<file path="src/rtl/lsu_subword.sv">
// lsu_subword: RV32I load/store unit in front of a word-wide data memory with a
// registered read port and an edge-triggered write port. Sub-word stores are done
// as read-modify-write. Optional build macro LSU_MISALIGN_TRAP_EN traps misaligned
// halfword/word accesses instead of force-aligning them.
module lsu_subword (
    input  logic        clk,
    input  logic        rst,
    input  logic        req_valid,
    output logic        req_ready,
    input  logic        req_store,
    input  logic [2:0]  req_funct3,
    input  logic [31:0] req_addr,
    input  logic [31:0] req_wdata,
    output logic        load_valid,
    output logic [31:0] load_data,
`ifdef LSU_MISALIGN_TRAP_EN
    output logic        misalign_err,
`endif
    output logic [31:0] mem_read_addr,
    input  logic [31:0] mem_read_data,
    output logic [31:0] mem_write_addr,
    output logic [31:0] mem_write_data,
    output logic        mem_write_enable
);

    typedef enum logic [1:0] {StIdle, StRdIssue, StRdWait, StWrite} state_e;
    typedef enum logic [1:0] {SzByte, SzHalf, SzWord} size_e;

    state_e      state;
    size_e       size_q;
    logic        store_q;
    logic        unsigned_q;
    logic [1:0]  lane_q;
    logic [31:0] wdata_q;

    size_e       req_size;
    logic        req_unsigned;
    logic [31:0] req_addr_fixed;
    logic        start_access;
    logic [7:0]  byte_lane;
    logic [15:0] half_lane;
    logic [31:0] load_ext;
    logic [31:0] merged;

`ifdef LSU_MISALIGN_TRAP_EN
    logic req_misaligned;
    logic trap;
`endif

    // Decode the incoming request: access size, extension, and the address it really uses.
    always_comb begin
        req_size = SzWord;
        unique case (req_funct3)
            3'b000, 3'b100: req_size = SzByte;
            3'b001, 3'b101: req_size = SzHalf;
            default:        req_size = SzWord;
        endcase
        // BU/HU on a store behave as B/H, so unsigned only matters for loads.
        req_unsigned = req_funct3[2] && !req_store;
        req_addr_fixed = req_addr;
        if (req_size == SzHalf) req_addr_fixed[0] = 1'b0;
        if (req_size == SzWord) req_addr_fixed[1:0] = 2'b00;
`ifdef LSU_MISALIGN_TRAP_EN
        req_misaligned = ((req_size == SzHalf) && req_addr[0]) ||
                         ((req_size == SzWord) && (req_addr[1:0] != 2'b00));
        trap           = req_valid && req_ready && req_misaligned;
        start_access   = req_valid && req_ready && !req_misaligned;
`else
        start_access   = req_valid && req_ready;
`endif
    end

    // Lane extraction/extension for loads and lane merge for sub-word stores.
    always_comb begin
        byte_lane = mem_read_data[{lane_q, 3'b000} +: 8];
        half_lane = mem_read_data[{lane_q[1], 4'b0000} +: 16];
        load_ext  = mem_read_data;
        unique case (size_q)
            SzByte:  load_ext = unsigned_q ? {24'b0, byte_lane} : {{24{byte_lane[7]}}, byte_lane};
            SzHalf:  load_ext = unsigned_q ? {16'b0, half_lane} : {{16{half_lane[15]}}, half_lane};
            default: load_ext = mem_read_data;
        endcase
        merged = mem_read_data;
        unique case (size_q)
            SzByte:  merged[{lane_q, 3'b000} +: 8]     = wdata_q[7:0];
            SzHalf:  merged[{lane_q[1], 4'b0000} +: 16] = wdata_q[15:0];
            default: merged = wdata_q;
        endcase
    end

    // Request sequencer; every output is a register updated here.
    always_ff @(posedge clk) begin
        if (rst) begin
            state            <= StIdle;
            req_ready        <= 1'b1;
            load_valid       <= 1'b0;
            load_data        <= 32'b0;
            mem_read_addr    <= 32'b0;
            mem_write_addr   <= 32'b0;
            mem_write_data   <= 32'b0;
            mem_write_enable <= 1'b0;
            size_q           <= SzWord;
            store_q          <= 1'b0;
            unsigned_q       <= 1'b0;
            lane_q           <= 2'b00;
            wdata_q          <= 32'b0;
`ifdef LSU_MISALIGN_TRAP_EN
            misalign_err     <= 1'b0;
`endif
        end else begin
            load_valid       <= 1'b0;
            mem_write_enable <= 1'b0;
`ifdef LSU_MISALIGN_TRAP_EN
            misalign_err     <= 1'b0;
`endif
            unique case (state)
                StIdle: begin
`ifdef LSU_MISALIGN_TRAP_EN
                    // Trapped request is consumed without touching memory.
                    if (trap) misalign_err <= 1'b1;
`endif
                    if (start_access) begin
                        size_q         <= req_size;
                        store_q        <= req_store;
                        unsigned_q     <= req_unsigned;
                        lane_q         <= req_addr_fixed[1:0];
                        wdata_q        <= req_wdata;
                        req_ready      <= 1'b0;
                        mem_write_addr <= {req_addr_fixed[31:2], 2'b00};
                        if (req_store && (req_size == SzWord)) begin
                            mem_write_data   <= req_wdata;
                            mem_write_enable <= 1'b1;
                            state            <= StWrite;
                        end else begin
                            mem_read_addr <= {req_addr_fixed[31:2], 2'b00};
                            state         <= StRdIssue;
                        end
                    end
                end
                StRdIssue: state <= StRdWait;
                StRdWait: begin
                    if (store_q) begin
                        mem_write_data   <= merged;
                        mem_write_enable <= 1'b1;
                        state            <= StWrite;
                    end else begin
                        load_data  <= load_ext;
                        load_valid <= 1'b1;
                        req_ready  <= 1'b1;
                        state      <= StIdle;
                    end
                end
                StWrite: begin
                    req_ready <= 1'b1;
                    state     <= StIdle;
                end
                default: begin
                    req_ready <= 1'b1;
                    state     <= StIdle;
                end
            endcase
        end
    end

endmodule

</file>
<file path="config.mk">
export PLATFORM = sky130hd
export DESIGN_NAME = lsu_subword
export DESIGN_NICKNAME = d
export VERILOG_FILES = /design/src/rtl/lsu_subword.sv
export SDC_FILE = /design/constraint.sdc
export NUM_CORES = 1
export LEC_CHECK = 0
export ABC_CLOCK_PERIOD_IN_PS = 3000
export CAP_MARGIN = 20
export CORE_AREA = 2 2 136 124
export CTS_BUF_LIST = sky130_fd_sc_hd__clkbuf_4 sky130_fd_sc_hd__clkbuf_8
export DETAILED_ROUTE_END_ITERATION = 7
export DIE_AREA = 0 0 138 126
export PLACE_DENSITY_LB_ADDON = 0.15
export SYNTH_ARGS = -nofsm -noshare
export SYNTH_HDL_FRONTEND = slang
export SYNTH_SLANG_ARGS = --single-unit
</file>
<file path="constraint.sdc">
create_clock -name clk -period 3 [get_ports clk]
set_clock_uncertainty 0.1 [all_clocks]
set_input_delay 0.45 -clock clk [delete_from_list [all_inputs] [get_ports clk]]
set_output_delay 0.45 -clock clk [all_outputs]
set_load 0.05 [all_outputs]
</file>
# Yosys cells after proc, flatten, opt, wreduce, memory -nomap -nowiden
# Index checks and enable logic that the tools add are counted.
[classes]
n_reduce_logical = 17
n_eq_ne = 13
muxes = 25
n_addsub = 2
shifts = 6
bitwise_logic = 3
[op_table]
columns = ["op", "n"]
rows = [
  ["$pmux W32 S2", 3],
  ["$mux W32", 5],
  ["$bwmux W32", 2],
  ["$shift A16 B7 Y32 const A", 1],
  ["$shift A8 B7 Y32 const A", 1],
  ["$shiftx A16 B7 Y32", 1],
  ["$shiftx A32 B6 Y16", 1],
  ["$shiftx A32 B6 Y8", 1],
  ["$shiftx A8 B7 Y32", 1],
  ["$neg A5 Y7", 2],
  ["$mux W2", 4],
  ["$ne A2 B2 Y1 const B", 4],
  ["$pmux W2 S4", 1],
  ["$mux W1", 7],
  ["$eq A2 B1 Y1 const B", 3],
  ["$eq A2 B2 Y1 const B", 3],
  ["$eq A3 B3 Y1 const B", 2],
  ["$reduce_and A3 Y1", 2],
  ["$reduce_or A2 Y1", 3],
  ["$logic_not A2 Y1", 2],
  ["$pmux W2 S2", 1],
  ["$reduce_and A2 Y1", 2],
  ["$reduce_and A4 Y1", 1],
  ["$eq A3 B1 Y1 const B", 1],
  ["8 further kinds", 12],
]
[word_totals]
ff_bits = 167
out_inout_bits = 131
in_bits = 103

# Logic depth before layout (Yosys ltp)
[depth]
word_depth = 8
depth_mapped = 9

# Least setup slack after synthesis
# Ideal clock, no wire load.
[synth_timing]
path_type = "register -> register"
startpoint = "register lane_q[1]"
endpoint = "register mem_write_data[15]"
path_slack_ns = 0.683
t_required_ns = 2.842
period_less_slack_ns = 2.317
setup_time_ns = 0.058
stages_incl_launch_ff = 10
arrival_time_ns = 2.159
n_path_buf = 3
path_cell_list = "dfxtp_1 > buf_4 > buf_4 > inv_1 > ha_1 > nor4bb_1 > clkbuf_1 > a41oi_1 > a311oi_1 > a21o_1"
[synth_between]
elab_chain_cells = 6
word_cells_on_any_way = 11
classes_between = "add/sub: 2; shift: 4; mux: 5"
[synth_lines]
columns = ["element", "line_no", "source"]
rows = [
  ["start: declaration", "33", "logic [1:0] lane_q;"],
  ["start signal: assignment", "126", "lane_q <= req_addr_fixed[1:0];"],
  ["$neg A5 Y7 (on tied branches)", "86, 85", ""],
  ["$shiftx A16 B7 Y32, or another cell as far along", "86", "SzHalf: merged[{lane_q[1], 4'b0000} +: 16] = wdata_q[15:0];"],
  ["$bwmux W32 (on tied branches)", "86, 85", ""],
  ["$pmux W32 S2 (*)", "84", "unique case (size_q)"],
  ["$mux W32 (*)", "142", "if (store_q) begin"],
  ["$pmux W32 S2 (*)", "116", "unique case (state)"],
  ["end signal: assignment", "131", "mem_write_data <= req_wdata;"],
  ["end signal: assignment", "143", "mem_write_data <= merged;"],
  ["end: declaration", "22", "output logic [31:0] mem_write_data,"],
]
# Every way passes the cells marked *; elsewhere a longest branch is shown, timed or not. The select of a mux whose other input is x is not followed.
# A chain may end at the register's enable or synchronous reset.

# Worst setup path in the final report
[layout_timing]
startpoint = "register size_q[0]"
endpoint = "register mem_write_data[4]"
[layout_between]
elab_chain_cells = 4
word_cells_on_any_way = 5
classes_between = "eq/ne: 1; mux: 3; reduce/logical: 1"
[layout_lines]
columns = ["element", "line_no", "source"]
rows = [
  ["start: declaration", "30", "size_e size_q;"],
  ["start signal: assignment", "102", "size_q <= SzWord;"],
  ["start signal: assignment", "123", "size_q <= req_size;"],
  ["$eq A2 B1 Y1 / $logic_not A2 Y1 (equally long branches)", "84", ""],
  ["$pmux W32 S2 (*)", "84", ""],
  ["$mux W32 (*)", "142", ""],
  ["$pmux W32 S2 (*)", "116", ""],
]
# Marked as above.

==> impl_summary.md <==
Run status
The flow ran to the end, and the final reports show no timing, DRC or antenna violations.

Worst setup path
The type of element launching the critical path is a flip-flop. The worst reg-to-reg path cell count is 4. The minimum setup slack among reg-to-reg paths is around 0.62 ns. The worst setup path is of the reg2reg kind. The data arrival at the endpoint of the critical path is ~2.7 ns. The top fanout value on the critical path is 14. The worst register-to-register path begins at size_q[0]$_SDFFE_PP0P_.

The endpoint of the worst-slack reg-to-reg timing path is mem_write_data[4]$_SDFFE_PP0P_. The endpoint type of the worst setup path is a flip-flop. The required time at the endpoint of the critical path is roughly 3.3 ns. The end point of the critical path is mem_write_data[4]$_SDFFE_PP0P_. The critical path starts at size_q[0]$_SDFFE_PP0P_.

Power
In this run the power spent charging and discharging nets is 1890 uW. The logic gate share of total power is 25.9%. The total power is between 5000 and 6000 uW.

The relative contribution of sequential cells to total power is between 40% and 50%. Internal power comes to approximately 3600 uW. The worst-case IR drop observed on VDD is approximately 0.35 mV. For this design the ratio of total power to cell area is 524 nW/um2. For this design the static power due to leakage is 0.00364 uW.

The relative contribution of the clock network to total power is about 29%. The switching part of the total is a little over a third.

Timing
The maximum operating frequency is 420 MHz. The shortest clock period the worst path allows after layout is roughly 2.4 ns. The actual transition at the worst max-transition pin is ~1.1 ns.

The remaining max-slew budget at the tightest pin is around 27%. The final count of hold timing violations is 0. The setup slack after layout is just over 0.6 ns. The total of endpoints with negative setup slack in the final report is 0. In the final timing run, aggregate negative setup slack is 0 ns. Of the available clock period, the critical path in the final layout requires approximately 79%.

Setup repair after global routing left no endpoint under its margin. The number of pins with negative max-slew slack in the final report is 0.

Min path
Counting instances, the worst hold path has a depth of 4. The worst hold path class is in2reg.

Global route
The pin count of the biggest net entering global routing is 160. The global router's overall resource usage is 27.5%. The total overflow left after global routing is 0. The number of global-route vias before repair came to roughly 7000.

The number of antenna violations at the first check in global routing is 0. The first-pass GRT wire length is roughly 38000 um.

Die
For this design the top-level I/O count stands at approximately 230. The starting density of the core is 48.2%. The floorplan step defined a die boundary enclosing between 15000 and 20000 um2.

The overall die height is 126 um. The number of rows in the core area is 44. The die is between 100 and 150 um wide. The area inside the core boundary is 16000 um2.

Synthesis
The largest total area in the synthesized netlist belongs to sky130_fd_sc_hd__dfxtp_1. The most frequent cell after synthesis is sky130_fd_sc_hd__nand2_1. The Yosys step of the flow raised 0 warnings.

The synthesized design contains 0 enable-type register cells. The number of different library cells used by synthesis comes to 51. The async set-or-reset flop fraction in the synthesized netlist is 0%. The synthesized area divided by synthesized cell count is 8.20 um2.

For this run, the leading register cell type out of synthesis is sky130_fd_sc_hd__dfxtp_1. Counting instances in the post-synthesis netlist gives the leading cell types as 262 x sky130_fd_sc_hd__nand2_1, 167 x sky130_fd_sc_hd__dfxtp_1, 120 x sky130_fd_sc_hd__a21oi_1. Ranked by total cell area, the synthesized netlist is headed by sky130_fd_sc_hd__dfxtp_1 43%, sky130_fd_sc_hd__nand2_1 13%, sky130_fd_sc_hd__a21oi_1 7.8%. The top cell type by area accounts for 43.4% of the synthesized area. Sequential cells were found to cover 43.4% of the synthesized design area. Synthesis inferred around 170 register bits. Synthesis handed over a netlist of 939 instances. The mapped netlist covers 7700 um2.

Clock network
The maximum count of clock buffers along a single path is 2. The TritonCTS sink count is 167. The number of gates resized after CTS was 0. The post-CTS clock slew at the launch and capture registers of the worst setup and hold paths is approximately 0.090 ns. Hold repair after CTS inserted 0 buffers.

The CTS tree is yes. The number of H-tree branching levels is 4. The clock latency on the worst-skew pair is 0.46 ns. The number of buffers added by the clock tree synthesis step is 17. Post-CTS timing repair inserted 0 buffers for setup. The root buffer selected by CTS is sky130_fd_sc_hd__clkbuf_8.

Place
The placement-stage cell area is ~10000 um2. Routability-driven placement finished with a final weighted congestion of just over 0.9. The count of port buffers added during placement is approximately 230.

The detailed placer's ending HPWL is roughly 17000 um. Before CTS, the worst setup slack after placement is 0.249 ns.

Detailed routing
Summing over every cut layer, the via total after detailed routing is ~7600. Using the TritonRoute via totals, the vias-per-cell ratio works out to 5.67. Summed over all layers, the routed wires come to approximately 24000 um. The post-route DRC violation count is 0.

The residual antenna-violating net count after detailed routing is 0. The average routed wire per standard cell is 18.1 um. For this block, the initial DRC count from the detailed router was just over 800.

Before antenna repair, the detailed router went through 7 iterations.

Job
The max-cap violation count is 0.

Cells and area
The number of antenna cells inserted is 0. The flip-flop and latch area is between 3000 and 4000 um2. In the final layout, the multi-input gates occupy slightly below 4000 um2. The area growth from synthesis to layout is 35.1%.

The number of inserted filler cells in the final layout is 1439. Once layout is done, the placed cells without fillers occupy approximately 10000 um2. The share of layout cells above drive strength 1 is between 8 and 9%. The net count of the finished layout is 1231.
[placed cells by master (no fill, tap or decap), types with 9 or more instances in the layout]
cell / instances
sky130_fd_sc_hd__o31ai_1: 20
sky130_fd_sc_hd__nand4_1: 16
sky130_fd_sc_hd__a211oi_1: 23
sky130_fd_sc_hd__a221oi_1: 17
sky130_fd_sc_hd__a31oi_1: 13
sky130_fd_sc_hd__a311oi_1: 12
sky130_fd_sc_hd__o21ai_0: 17
sky130_fd_sc_hd__nor2_1: 38
sky130_fd_sc_hd__dfxtp_1: 166
sky130_fd_sc_hd__o2bb2ai_1: 9
sky130_fd_sc_hd__nand3_1: 9
sky130_fd_sc_hd__buf_4: 20
sky130_fd_sc_hd__a21oi_1: 120
sky130_fd_sc_hd__a211oi_2: 10
sky130_fd_sc_hd__mux2_2: 14
sky130_fd_sc_hd__a21o_1: 12
sky130_fd_sc_hd__mux2i_1: 10
sky130_fd_sc_hd__clkbuf_8: 18
sky130_fd_sc_hd__nand2_1: 262
sky130_fd_sc_hd__clkdlybuf4s50_1: 228
[worst max-delay path, cell delays in order, from the launching register on]
cell,delay (ns)
sky130_fd_sc_hd__dfxtp_1,0.49
sky130_fd_sc_hd__buf_4,0.28
sky130_fd_sc_hd__o41ai_2,0.77
sky130_fd_sc_hd__a211oi_1,0.30
sky130_fd_sc_hd__o31ai_1,0.33
[flip-flops by register name, summed over array words and instances (netlist names), 2 cells and up]
signal / flops
wdata_q: 32
lane_q: 2
mem_write_data: 32
load_data: 32
size_q: 2
mem_read_addr: 30
mem_write_addr: 30
state: 2
[metrics by stage]
step / hold slack (ns) / util, % / cells
floorplan: 0.332 / - / 942
global placement: 0.340 / 62.8 / 1311
detailed placement: 0.346 / 62.8 / 1311
CTS: 0.292 / 65.1 / 1343
global route: 0.321 / 65.1 / 1343
finish: 0.331 / 65.1 / 1343
[worst min path at each step]
stage | slack [ns] | start | end
after floorplan | 0.33 | unsigned_q$_SDFFE_PP0P_ | unsigned_q$_SDFFE_PP0P_
after global placement | 0.34 | mem_write_data[14]$_SDFFE_PP0P_ | mem_write_data[14]$_SDFFE_PP0P_
after detailed placement | 0.35 | mem_read_addr[19]$_SDFFE_PP0P_ | mem_read_addr[19]$_SDFFE_PP0P_
after CTS | 0.29 | rst | mem_write_data[2]$_SDFFE_PP0P_
after global routing | 0.32 | rst | mem_write_data[2]$_SDFFE_PP0P_
final | 0.33 | rst | mem_write_data[2]$_SDFFE_PP0P_
[power by group through the flow]
stage               combinational, uW  sequential (uW)  clock (uW)
global route                     1500             2490        1700
finish                           1410             2470        1570
CTS                              1410             2470        1610
floorplan                         540             2850           0
global placement                 1390             2520           0
detailed placement               1400             2520           0
[cells by family (layout without fill, tap and decap cells)]
group / after synthesis / in the layout / share of synthesized area [%]
AND/OR/NAND/NOR: 360 / 360 / 20.0
AO/OA/AOI/OAI: 287 / 287 / 26.2
flip-flops: 167 / 167 / 43.4
buffers and inverters: 95 / 289 / 6.16
multiplexers: 24 / 24 / 3.35
adder cells (fa/ha/maj): 5 / 5 / 0.813
other: 1 / 4 / 0.0487
[final cells by class]
class                           count  area share (%)
Clock buffer                       19            2.45
Clock inverter                     13            1.17
Inverter                            7           0.253
Multi-Input combinational cell    680            37.7
Sequential cell                   167            32.2
Tap cell                          207            2.49
Timing Repair Buffer              250            23.8
[metal layers]
metal	wire (um)	part of all wire, %	global-route usage (%)	vias to the layer above
met4	450	1.8	9.06	0
met5	0	0	0	-
li1	-	-	-	3682
met1	11000	45	40.4	3518
met2	10300	42	38.5	379
met3	2560	11	7.98	36
Note: power is estimated with default switching activity, not from simulation.
